--- config.mk ---
export PLATFORM = sky130hd
export DESIGN_NAME = mc_control_unit
export DESIGN_NICKNAME = d
export VERILOG_FILES = /design/src/rtl/mc_ctrl_pkg.sv /design/src/rtl/mc_alu_decoder.sv /design/src/rtl/mc_control_unit.sv
export SDC_FILE = /design/constraint.sdc
export NUM_CORES = 1
export LEC_CHECK = 0
export ABC_AREA = 1
export CAP_MARGIN = 20
export CELL_PAD_IN_SITES_DETAIL_PLACEMENT = 1
export CELL_PAD_IN_SITES_GLOBAL_PLACEMENT = 1
export CORE_MARGIN = 2
export CORE_UTILIZATION = 23
export CTS_CLUSTER_DIAMETER = 60
export CTS_CLUSTER_SIZE = 28
export DETAILED_ROUTE_END_ITERATION = 10
export PLACE_DENSITY = 0.91
export SYNTH_ARGS = -nofsm -noshare
export SYNTH_HDL_FRONTEND = slang
export SYNTH_SLANG_ARGS = --single-unit
--- constraint.sdc ---
create_clock -name clk -period 1.5 [get_ports clk]
set_clock_uncertainty 0.15 [all_clocks]
set_input_delay 0.3 -clock clk [delete_from_list [all_inputs] [get_ports clk]]
set_output_delay 0.3 -clock clk [all_outputs]
set_load 0.01 [all_outputs]
--- src/rtl/mc_ctrl_pkg.sv ---
// mc_ctrl_pkg: shared constants and types for the multicycle MIPS control unit.
//   - opcode and funct field constants
//   - 3-bit ALUControl codes
//   - internal ALUOp encoding and FSM state encodings
package mc_ctrl_pkg;

  localparam int unsigned OP_W       = 6;
  localparam int unsigned FUNCT_W    = 6;
  localparam int unsigned ALU_CODE_W = 3;
  localparam int unsigned STATE_W    = 4;

  localparam logic [OP_W-1:0] OP_RTYPE = 6'h00;
  localparam logic [OP_W-1:0] OP_J     = 6'h02;
  localparam logic [OP_W-1:0] OP_BEQ   = 6'h04;
  localparam logic [OP_W-1:0] OP_ADDI  = 6'h08;
  localparam logic [OP_W-1:0] OP_ANDI  = 6'h0C;
  localparam logic [OP_W-1:0] OP_ORI   = 6'h0D;
  localparam logic [OP_W-1:0] OP_LW    = 6'h23;
  localparam logic [OP_W-1:0] OP_SW    = 6'h2B;

  localparam logic [FUNCT_W-1:0] F_ADD = 6'h20;
  localparam logic [FUNCT_W-1:0] F_SUB = 6'h22;
  localparam logic [FUNCT_W-1:0] F_AND = 6'h24;
  localparam logic [FUNCT_W-1:0] F_OR  = 6'h25;
  localparam logic [FUNCT_W-1:0] F_XOR = 6'h26;
  localparam logic [FUNCT_W-1:0] F_NOR = 6'h27;
  localparam logic [FUNCT_W-1:0] F_SLT = 6'h2A;

  localparam logic [ALU_CODE_W-1:0] ALU_AND = 3'b000;
  localparam logic [ALU_CODE_W-1:0] ALU_OR  = 3'b001;
  localparam logic [ALU_CODE_W-1:0] ALU_ADD = 3'b010;
  localparam logic [ALU_CODE_W-1:0] ALU_XOR = 3'b011;
  localparam logic [ALU_CODE_W-1:0] ALU_NOR = 3'b100;
  localparam logic [ALU_CODE_W-1:0] ALU_SUB = 3'b110;
  localparam logic [ALU_CODE_W-1:0] ALU_SLT = 3'b111;

  typedef enum logic [1:0] {
    ALUOP_ADD   = 2'b00,
    ALUOP_SUB   = 2'b01,
    ALUOP_FUNCT = 2'b10,
    ALUOP_IMM   = 2'b11
  } alu_op_e;

  typedef enum logic [STATE_W-1:0] {
    S_FETCH    = 4'd0,
    S_DECODE   = 4'd1,
    S_MEMADR   = 4'd2,
    S_MEMREAD  = 4'd3,
    S_MEMWB    = 4'd4,
    S_MEMWRITE = 4'd5,
    S_EXECUTE  = 4'd6,
    S_ALUWB    = 4'd7,
    S_BRANCH   = 4'd8,
    S_ADDIEX   = 4'd9,
    S_IMMWB    = 4'd10,
    S_JUMP     = 4'd11,
    S_IMMEX    = 4'd12
  } state_e;

endpackage

--- src/rtl/mc_alu_decoder.sv ---
// mc_alu_decoder: combinational ALUOp/funct/op -> ALUControl decode.
// Optional build macro: MC_CTRL_EXT_EN (adds nor/xor funct decode).
// Ports:
//   alu_op_i        ALUOp from the control FSM
//   op_i            opcode, used for the immediate-logic ALUOp
//   funct_i         R-type funct field
//   alu_ctrl_o      ALU operation, zero-extended to ALUCTRL_W
//   illegal_funct_o unsupported funct while ALUOp selects funct decode
module mc_alu_decoder
  import mc_ctrl_pkg::*;
#(
  parameter int unsigned ALUCTRL_W = 3
) (
  input  alu_op_e                alu_op_i,
  input  logic [OP_W-1:0]        op_i,
  input  logic [FUNCT_W-1:0]     funct_i,
  output logic [ALUCTRL_W-1:0]   alu_ctrl_o,
  output logic                   illegal_funct_o
);

  logic [ALU_CODE_W-1:0] code;

  always_comb begin
    code            = ALU_ADD;
    illegal_funct_o = 1'b0;
    unique case (alu_op_i)
      ALUOP_ADD: code = ALU_ADD;
      ALUOP_SUB: code = ALU_SUB;
      ALUOP_FUNCT: begin
        case (funct_i)
          F_ADD: code = ALU_ADD;
          F_SUB: code = ALU_SUB;
          F_AND: code = ALU_AND;
          F_OR:  code = ALU_OR;
          F_SLT: code = ALU_SLT;
`ifdef MC_CTRL_EXT_EN
          F_NOR: code = ALU_NOR;
          F_XOR: code = ALU_XOR;
`endif
          default: illegal_funct_o = 1'b1;
        endcase
      end
      ALUOP_IMM: begin
        // Only reachable from IMMEX; other opcodes fall back to add.
        if (op_i == OP_ANDI) begin
          code = ALU_AND;
        end else if (op_i == OP_ORI) begin
          code = ALU_OR;
        end
      end
      default: code = ALU_ADD;
    endcase
  end

  assign alu_ctrl_o = ALUCTRL_W'(code);

endmodule

--- src/rtl/mc_control_unit.sv ---
// mc_control_unit: multicycle MIPS control FSM with integrated ALU decode,
// memory-ready handshake, wait-timeout counter and illegal-instruction flag.
// Optional build macro: MC_CTRL_EXT_EN (andi/ori via IMMEX, nor/xor funct).
// Ports:
//   clk, reset        rising-edge clock, synchronous active-high reset
//   op, funct         instruction fields from the IR
//   zero              ALU zero flag (qualifies Branch into PCEn)
//   mem_ready         memory completes the current access this cycle
//   PCEn..PCSrc       datapath enables and mux selects (combinational)
//   ALUControl        ALU operation
//   ImmZeroExt        zero-extend immediate (extension only, else 0)
//   illegal, timeout  one-cycle event pulses
//   state             current state encoding for debug
module mc_control_unit
  import mc_ctrl_pkg::*;
#(
  parameter int unsigned ALUCTRL_W    = 3,
  parameter int unsigned WAIT_TIMEOUT = 0,
  parameter int unsigned CNT_W        = 8
) (
  input  logic                 clk,
  input  logic                 reset,
  input  logic [OP_W-1:0]      op,
  input  logic [FUNCT_W-1:0]   funct,
  input  logic                 zero,
  input  logic                 mem_ready,
  output logic                 PCEn,
  output logic                 IorD,
  output logic                 MemWrite,
  output logic                 IRWrite,
  output logic                 RegDst,
  output logic                 MemtoReg,
  output logic                 RegWrite,
  output logic                 ALUSrcA,
  output logic [1:0]           ALUSrcB,
  output logic [1:0]           PCSrc,
  output logic [ALUCTRL_W-1:0] ALUControl,
  output logic                 ImmZeroExt,
  output logic                 illegal,
  output logic                 timeout,
  output logic [STATE_W-1:0]   state
);

  localparam bit             TO_EN  = (WAIT_TIMEOUT != 0);
  localparam logic [CNT_W:0] TO_LIM = (CNT_W+1)'(WAIT_TIMEOUT);

  state_e           state_q, state_d;
  logic [CNT_W-1:0] cnt_q, cnt_d;
  logic [CNT_W:0]   cnt_inc;
  alu_op_e          alu_op;
  logic             pc_write, branch, illegal_op, illegal_funct, waiting;

  // Cycles stalled on memory; the increment is one bit wider for the compare.
  assign waiting = ((state_q == S_FETCH) || (state_q == S_MEMREAD) ||
                    (state_q == S_MEMWRITE)) && !mem_ready;
  assign cnt_inc = {1'b0, cnt_q} + (CNT_W+1)'(1);
  assign timeout = TO_EN && !reset && waiting && (cnt_inc == TO_LIM);

  // Next-state and control decode.
  always_comb begin
    state_d    = state_q;
    pc_write   = 1'b0;
    branch     = 1'b0;
    IorD       = 1'b0;
    MemWrite   = 1'b0;
    IRWrite    = 1'b0;
    RegDst     = 1'b0;
    MemtoReg   = 1'b0;
    RegWrite   = 1'b0;
    ALUSrcA    = 1'b0;
    ALUSrcB    = 2'b00;
    PCSrc      = 2'b00;
    ImmZeroExt = 1'b0;
    alu_op     = ALUOP_ADD;
    illegal_op = 1'b0;
    unique case (state_q)
      S_FETCH: begin
        ALUSrcB = 2'b01;
        if (mem_ready) begin
          IRWrite  = 1'b1;
          pc_write = 1'b1;
          state_d  = S_DECODE;
        end
      end
      S_DECODE: begin
        ALUSrcB = 2'b11;
        case (op)
          OP_LW, OP_SW: state_d = S_MEMADR;
          OP_RTYPE:     state_d = S_EXECUTE;
          OP_BEQ:       state_d = S_BRANCH;
          OP_ADDI:      state_d = S_ADDIEX;
          OP_J:         state_d = S_JUMP;
`ifdef MC_CTRL_EXT_EN
          OP_ANDI, OP_ORI: state_d = S_IMMEX;
`endif
          default: begin
            illegal_op = 1'b1;
            state_d    = S_FETCH;
          end
        endcase
      end
      S_MEMADR: begin
        ALUSrcA = 1'b1;
        ALUSrcB = 2'b10;
        state_d = (op == OP_SW) ? S_MEMWRITE : S_MEMREAD;
      end
      S_MEMREAD: begin
        IorD = 1'b1;
        if (mem_ready) state_d = S_MEMWB;
      end
      S_MEMWB: begin
        MemtoReg = 1'b1;
        RegWrite = 1'b1;
        state_d  = S_FETCH;
      end
      S_MEMWRITE: begin
        IorD     = 1'b1;
        MemWrite = 1'b1;
        if (mem_ready) state_d = S_FETCH;
      end
      S_EXECUTE: begin
        ALUSrcA = 1'b1;
        alu_op  = ALUOP_FUNCT;
        state_d = S_ALUWB;
      end
      S_ALUWB: begin
        RegDst   = 1'b1;
        RegWrite = 1'b1;
        state_d  = S_FETCH;
      end
      S_BRANCH: begin
        ALUSrcA = 1'b1;
        alu_op  = ALUOP_SUB;
        PCSrc   = 2'b01;
        branch  = 1'b1;
        state_d = S_FETCH;
      end
      S_ADDIEX: begin
        ALUSrcA = 1'b1;
        ALUSrcB = 2'b10;
        state_d = S_IMMWB;
      end
      S_IMMWB: begin
        RegWrite = 1'b1;
        state_d  = S_FETCH;
      end
      S_JUMP: begin
        PCSrc    = 2'b10;
        pc_write = 1'b1;
        state_d  = S_FETCH;
      end
`ifdef MC_CTRL_EXT_EN
      S_IMMEX: begin
        ALUSrcA    = 1'b1;
        ALUSrcB    = 2'b10;
        alu_op     = ALUOP_IMM;
        ImmZeroExt = 1'b1;
        state_d    = S_IMMWB;
      end
`endif
      default: state_d = S_FETCH;
    endcase
    // Aborted access: no strobe in the waiting states writes architectural state.
    if (timeout) state_d = S_FETCH;
    // Strobes are quiet while reset is held.
    if (reset) begin
      state_d    = S_FETCH;
      pc_write   = 1'b0;
      branch     = 1'b0;
      MemWrite   = 1'b0;
      IRWrite    = 1'b0;
      RegWrite   = 1'b0;
      ImmZeroExt = 1'b0;
      illegal_op = 1'b0;
    end
  end

  // Counter restarts on any state change and after a timeout re-entering FETCH.
  always_comb begin
    cnt_d = cnt_q;
    if (reset || timeout || (state_d != state_q)) begin
      cnt_d = '0;
    end else if (waiting) begin
      cnt_d = cnt_inc[CNT_W-1:0];
    end
  end

  always_ff @(posedge clk) begin
    if (reset) begin
      state_q <= S_FETCH;
      cnt_q   <= '0;
    end else begin
      state_q <= state_d;
      cnt_q   <= cnt_d;
    end
  end

  mc_alu_decoder #(
    .ALUCTRL_W (ALUCTRL_W)
  ) u_alu_decoder (
    .alu_op_i        (alu_op),
    .op_i            (op),
    .funct_i         (funct),
    .alu_ctrl_o      (ALUControl),
    .illegal_funct_o (illegal_funct)
  );

  assign PCEn    = pc_write | (branch & zero);
  assign illegal = !reset && (illegal_op || ((state_q == S_EXECUTE) && illegal_funct));
  assign state   = state_q;

endmodule

---- Word level (Yosys, flattened, before mapping) ----
Index checks and enable logic that the tools add are counted.
word-level totals
  output and inout port bits .............. 22
  word-level logic and storage cells ...... 80
  input port bits ......................... 16
  register bits after elaboration ......... 4
operators by class
  reduce and logical (&&, ||, !) cells .... 15
  bitwise logic cells ..................... 2
  multiplexer cells ....................... 33
  equality and inequality tests ........... 29
operators with widths
  kind                                                 count
  equality test 6 bit, second input constant           7
  one-hot mux 4 bit (7 select lines)                   1
  one-hot mux 3 bit (4 select lines)                   2
  one-hot mux 4 bit (5 select lines)                   1
  two-way mux 1 bit                                    19
  equality test 6 x 4 -> 1 bit, second input constant  3
  equality test 4 x 3 -> 1 bit, second input constant  4
  equality test 4 bit, second input constant           4
  two-way mux 4 bit                                    3
  equality test 4 x 2 -> 1 bit, second input constant  2
  one-hot mux 2 bit (2 select lines)                   2
  equality test 6 x 2 -> 1 bit, second input constant  1
  equality test 6 x 3 -> 1 bit, second input constant  1
  logical NOT 6 bit                                    1
  two-way mux 3 bit                                    2
  != test 2 bit, second input constant                 3
  one-hot mux 2 bit (3 select lines)                   1
  OR reduction 2 bit                                   3
  OR reduction 6 bit                                   1
  OR reduction 5 bit                                   1
  equality test 2 bit, second input constant           2
  equality test 4 x 1 -> 1 bit, second input constant  1
  logical NOT 4 bit                                    1
  OR reduction 4 bit                                   1
  11 further kinds                                     12

---- Longest topological paths before layout ----
Gate-level depths: netlist of the first run.
  depth after elaboration ................. 7
  gate-level depth with buffers ........... 9
  depth with buffers taken out ............ 9

---- Cells and area by module ----
Synthesis of the first run repeated with hierarchy kept, for this count alone.
second synthesis, totals
  cells, all modules ...................... 144
  area total of the unflattened synthesis .. 705.7 um2
by module, submodules not included
  module           area each (um2)  instances  seq. area each (um2)  cells each
  mc_control_unit  553.0            1          80.1                  109
  mc_alu_decoder   152.6            1          0.0                   35

---- Worst setup path before layout of the first run ----
OpenSTA, ideal clock, no wires.
  path type ............................... reg2out
  from .................................... register state_q[3] (netlist: state[3])
  to ...................................... output port PCEn
  path buffers ............................ 0
  arrival time ............................ 1.184 ns
  slack ................................... -0.134 ns
  cell stages (with the launch flop) ...... 7
  required time ........................... 1.050 ns
  path through ............................ dfxtp_1 -> inv_2 -> nor2_2 -> inv_2 -> nor2_1 -> nand2_1 -> a31oi_1
between the ends
  word-level cells in the longest chain between the ends .. 5
  elaborated cells between the ends (all ways) .. 9
  those cells by class .................... 2 x eq/ne; 4 x mux; 2 x bitwise; 1 x reduce/logical
ends and longest elaborated chain
  what                    line                    text
  from (decl)             mc_control_unit.sv:47   state_e state_q, state_d;
  from (signal assigned)  mc_control_unit.sv:193  state_q <= state_d;
  equality test 4 bit     mc_control_unit.sv:76   unique case (state_q)
  two-way mux 1 bit       mc_control_unit.sv:76
  two-way mux 1 bit       mc_control_unit.sv:166  if (reset) begin
  bitwise AND 1 bit       mc_control_unit.sv:208  assign PCEn = pc_write | (branch & zero);
  bitwise OR 1 bit (*)    mc_control_unit.sv:208
  to (decl)               mc_control_unit.sv:27   output logic PCEn,
Every way passes the cells marked *; elsewhere a longest branch is shown, timed or not.

---- Final worst setup path of the first run ----
  from .................................... register state_q[3] (netlist: state[3])
  to ...................................... output port RegWrite
between the ends
  word-level cells in the longest chain between the ends .. 4
  elaborated cells between the ends (all ways) .. 6
  those cells by class .................... 3 x eq/ne; 2 x mux; 1 x reduce/logical
ends and longest elaborated chain
  what                                                                        line                    text
  equality test 4 bit / equality test 4 x 3 -> 1 bit (equally long branches)  mc_control_unit.sv:76
  OR reduction 3 bit (no line) (*)                                            --
  two-way mux 1 bit (*)                                                       mc_control_unit.sv:76
  two-way mux 1 bit (*)                                                       mc_control_unit.sv:166
  to (decl)                                                                   mc_control_unit.sv:33   output logic RegWrite,
Marks and branches as above.

==> flow_metrics.tcl, run 1 <==
set metrics [dict create \
    status "finished, violations left" \
    violations "negative setup slack" \
    wl_per_cell_um 21.4 \
    end_kind "output pin" \
    area_growth_pct 168 \
    clk_pin_slew_ps 40 \
    cts_hold_buffers 0 \
    cp_top_family "buffers and inverters" \
    core_area_mm2 0.00278 \
    synthXorXnorAreaFrac_pct 0 \
    cts_tree "built" \
    power_density_mw_per_mm2 366 \
    finalCriticalPeriod_ps 1930 \
    final_antenna_net_count 0 \
    synth_fa_ha_area_share_pct 0 \
    die_w_um 58.4 \
    dr.pass1.iters 4 \
    die_h_um 58.4 \
    crit_type "register to output pin" \
    p_leak_nw 0.948 \
    fin_crit_sh_pct 129 \
    arrival_ps 1480 \
    cp_max_fo 4 \
    synth_compound_area_share_pct 9.93 \
    hold_depth 3 \
    power_mw 0.668 \
    hold_viol_final 0 \
    grt_pass1_vias 1437 \
    port_buffers 35 \
    slowest_stage "dfxtp_2" \
    antenna_found_initial 0 \
    synth_mux_area_share_pct 0 \
    floorplan.initialDensity_pct 24.5 \
    synth_top_area_share_pct 15.4 \
    synth.area.top_cells "nand2_1, nor2_1, nand3_1" \
    avgSynthCellArea_um2 5.08 \
    layout_setup_ws_ps -429 \
    avgViaCountPerCell 5.21 \
    grt_pass1_wl_um 7290 \
    root_buffer "clkbuf_4" \
    grt.total_usage_pct 28.2 \
    synth_top_family_by_area "simple AND/OR/NAND/NOR gates" \
    largest_reg_flops 4 \
    maxCapViolCount 0 \
    ios 38 \
    rows 19 \
    synth_edf_count 0 \
    synth-async-reset-ratio_pct 0 \
    clockBufferDepth 2 \
    die_area_mm2 0.00341 \
    place_inst 236 \
    grt_max_degree 7 \
    yosysSeqAreaShare_pct 11.8 \
    wl_um 5580 \
    synth-main-ff-cell "dfxtp_1" \
    start_kind "register" \
    drc 0 \
    drt_iter0_drc 56 \
    vias 1359 \
    clock-sinks 4 \
    syn_inst 134 \
    antennaDiodeCount 0 \
    cpPeakStageDelay_ps 330 \
    fmax_mhz 518 \
    cp_common_cell "inv_4" \
    clk_latency_ps 250 \
    synth_commonest_cells "nand2_1, nor2_1, inv_1, nand3_1, inv_2" \
    whs_ps 549 \
    slew_violations 0 \
    synth_cell_types 25 \
    drive_above_1_share_pct 73.0 \
    grt-ovfl-total 0 \
    nNetsFinal 248 \
    required_ps 1050 \
    cp_cell_sequence "inv_4 > nor2_4 > inv_4 > buf_6 > nor2_2 > o31ai_2 > inv_1 > buf_2" \
    cts_buffers 3 \
    ys_ff_latch 4 \
    htreeDepth 1 \
    finalNonFillerCells 261 \
    gp_congestion 0.851 \
    synthSimpleGateAreaFrac_pct 59.9 \
    synth_top_area_cell "nand2_1" \
    cp.buffers_inverters 5 \
    synth_warnings 0 \
    cp.depth 8 \
    r2r_cells 12 \
    rsz0062_at_grt "yes" \
    syn-cell-area_um2 681 \
    final-setup-viol-count 20 \
    place_hpwl_um 2760 \
    hp-class "register to register" \
    peakVddDrop_mv 0.441 \
]
## final timing paths
| path | start | end | slack, ps |
|---|---|---|---|
| setup / recovery | state[3] | RegWrite | -430 |
| hold / removal | state[0] | state[0] | 550 |
| setup reg to reg | state[1] | state[0] | -190 |
| hold reg to reg | state[0] | state[0] | 550 |
## power breakdown
part           total (mW)  switching [mW]  leakage (nW)  internal [mW]
Combinational       0.393           0.209         0.899          0.184
Clock               0.154          0.0635        0.0138         0.0909
Sequential          0.121          0.0116        0.0352          0.109
## tightest hold or removal path, delay by kind of cell, from the launching register on
kind | cells | cell delay (ps)
AOI/OAI and AO/OA | 1 | 60
and+or+nand+nor | 1 | 90
buffers and inverters | 1 | 140
DFF | 1 | 370
## through the flow
stage | setup WS [ps] | setup TNS, ps | instance area [um^2] | util (%)
finish | -429 | -5310 | 1820 | 65.6
global route | -458 | -5670 | 1820 | 65.6
CTS | -347 | -3670 | 1670 | 60.1
detailed placement | -1020 | -10070 | 1370 | 49.1
global placement | -882 | -8970 | 1370 | 49.1
floorplan | -24.6 | -30.3 | 709 | -
## repair_timing
| action | CTS | global route |
|---|---|---|
| gates resized for setup | 177 | 35 |
| setup endpoints to repair | 24 | 21 |
| setup buffers | 19 | 5 |
| pin swaps | 26 | 12 |
## layout by cell type (no fill, tap or decap), types with 2 or more instances in the layout
cell / synthesis / routed
clkdlybuf4s50_1: 0 / 3
buf_6: 0 / 22
clkbuf_2: 0 / 2
nand3_1: 17 / 12
inv_1: 17 / 11
buf_4: 2 / 48
clkdlybuf4s15_1: 0 / 3
nor2_4: 1 / 13
conb_1: 1 / 2
dfxtp_4: 0 / 3
clkdlybuf4s15_2: 0 / 3
nand2_1: 28 / 15
inv_4: 0 / 8
dlygate4sd2_1: 0 / 4
a21oi_2: 2 / 6
buf_2: 0 / 9
nand2_2: 5 / 11
nand3_2: 1 / 5
nand2_4: 2 / 9
nor2_1: 28 / 9
clkbuf_4: 0 / 3
nor2_2: 2 / 9
inv_2: 9 / 7
## routing by layer
layer  GRT usage, %  part of all wire (%)  vias up
met5              0                     0        -
met1           32.6                    37      676
li1               -                     -      606
met3           2.42                   4.4       16
met4           6.98                   3.0        0
met2           54.9                    55       61
## kinds of logic (layout without fill, tap and decap cells)
logic type	Yosys count	after routing
simple gates	88	88
buf+inv	30	125
compound gates	11	11
flops	4	4
other cells	1	2
## area by class of cell
type	count	area [um^2]
Clock buffer	3	22.5
Fill cell	348	957
Inverter	27	126
Multi-Input combinational cell	101	737
Sequential cell	4	92.6
Tap cell	31	38.8
Timing Repair Buffer	95	807
Note: power is estimated with default switching activity, not from simulation.
==> run 2, diff against run 1 <==
==> constraint.sdc (replaced) <==
create_clock -name clk -period 2.1 [get_ports clk]
set_clock_uncertainty 0.15 [all_clocks]
set_input_delay 0.42 -clock clk [delete_from_list [all_inputs] [get_ports clk]]
set_output_delay 0.42 -clock clk [all_outputs]
set_load 0.01 [all_outputs]
==> flow_metrics.tcl, run 2 (same netlist as run 1, synthesis figures left out) <==
set metrics [dict create \
    die_w_um 58.4 \
    final_common_cell "buf_4" \
    timing.rr.start "state[3]" \
    final-setup-viol-count 0 \
    cp_max_fo 3 \
    wl_um 3120 \
    fin_util_pct 47.7 \
    cp_top_family "buffers and inverters" \
    clk_pin_slew_ps 40 \
    hp-start "state[0]" \
    ios 38 \
    root_buffer "clkbuf_4" \
    hold_viol_final 0 \
    vias 1065 \
    clock-sinks 4 \
    rsz0062_at_grt "no" \
    cp_cell_sequence "dlygate4sd2_1 > inv_2 > nand2_1 > nor3_2 > nor2_2 > nand3_1 > a21oi_2 > buf_2" \
    finalCriticalPeriod_ps 2010 \
    hold_depth 2 \
    avgViaCountPerCell 4.57 \
    antenna_found_initial 0 \
    crit_type "primary input to output pin" \
    htreeDepth 1 \
    power_density_mw_per_mm2 290 \
    fin_crit_sh_pct 95.5 \
    cpPeakStageDelay_ps 270 \
    cts_tree "built" \
    wl_per_cell_um 13.4 \
    place_hpwl_um 2560 \
    status "finished clean" \
    cp.buffers_inverters 3 \
    peakVddDrop_mv 0.370 \
    r2r_end "state[1]" \
    hold_end "state[0]" \
    clk_latency_ps 250 \
    cts_hold_buffers 0 \
    drc 0 \
    hp-class "register to register" \
    grt-ovfl-total 0 \
    r2r_cells 10 \
    clockBufferDepth 2 \
    cts_buffers 3 \
    drive_above_1_share_pct 42.6 \
    grt.total_usage_pct 18.7 \
    whs_ps 410 \
    grt_max_degree 7 \
    end_kind "output pin" \
    floorplan.initialDensity_pct 24.5 \
    grt_pass1_vias 1190 \
    reg2reg_slack_ps 680 \
    drt_iter0_drc 9 \
    final_cell_mix "buf_4, nand2_1, nor2_1" \
    slew_violations 0 \
    maxCapViolCount 0 \
    slowest_stage "dlygate4sd2_1" \
    p_leak_nw 0.772 \
    gp_congestion 0.868 \
    finalSetupTns_ps 0 \
    arrival_ps 1440 \
    grt_pass1_wl_um 4950 \
    core_area_mm2 0.00278 \
    antennaDiodeCount 0 \
    port_buffers 35 \
    start_kind "primary input" \
    nNetsFinal 220 \
    dr.pass1.iters 4 \
    rows 19 \
    fmax_mhz 499 \
    largest_reg_flops 4 \
    required_ps 1530 \
    area_growth_pct 95.0 \
    die_area_mm2 0.00341 \
    die_h_um 58.4 \
    final_antenna_net_count 0 \
]
-- run 2: cell types whose count changed in the layout (fill, tap and decap cells not counted), sizes merged --
| cell | previous run | this run |
|---|---|---|
| buf | 80 | 37 |
| dlygate4sd2 | 4 | 17 |
| clkdlybuf4s15 | 6 | 0 |
| dlymetal6s2s | 0 | 4 |
| clkdlybuf4s50 | 3 | 6 |
| clkbuf | 5 | 6 |
-- run 2: worst max path at each step --
stage | from | cells past startpoint | endpoint
finish | funct[0] | 8 | illegal
global route | state[3] | 6 | PCEn
CTS | op[5] | 8 | illegal
detailed placement | funct[4] | 10 | illegal
global placement | funct[4] | 10 | illegal
floorplan | state[3] | 6 | PCEn
-- run 2: worst register-to-register path, cell delays in order (launching register included) --
cell,delay (ps)
dfxtp_2,330
inv_2,70
nand2_2,90
clkinv_2,90
nand2_4,80
nand2_1,60
buf_4,120
a21oi_1,120
nand3_1,100
nand2_1,70
inv_1,40
-- run 2: cell type report --
type,count,area [um^2]
tap,31,38.8
timing repair buffer,67,539
fill,389,1450
multi-input combinational,101,537
clock buffer,3,22.5
sequential,4,87.6
inverter,27,103
-- run 2: timing repair --
item	4_1_cts	5_1_grt
setup buffers	1	0
pin swaps	7	2
cloned	0	0
resized for setup	58	17
setup endpoints to repair	15	5
endpoints found under the hold margin	0	0
-- run 2: where the power goes --
| part | switching [mW] | internal, mW |
|---|---|---|
| sequential | 0.00658 | 0.0804 |
| clock | 0.0440 | 0.0648 |
| combinational | 0.0966 | 0.0921 |
-- run 2: metrics by stage --
stage,cells,cell area [um^2],power [mW],setup slack [ps]
after floorplan,135,684,0.166,346
after global placement,229,1290,0.267,-525
after detailed placement,229,1290,0.278,-655
after CTS,233,1310,0.383,-106
after global routing,233,1330,0.412,4.82
final,233,1330,0.384,94.7
-- run 2: per-layer routing --
metal  GRT usage [%]  up-vias  routed length (um)
li1                -      546                   -
met1            20.1      486                1250
met2            36.1       29                1710
met3            5.05        4                 122
met4            3.65        0                  29
met5               0        -                   0
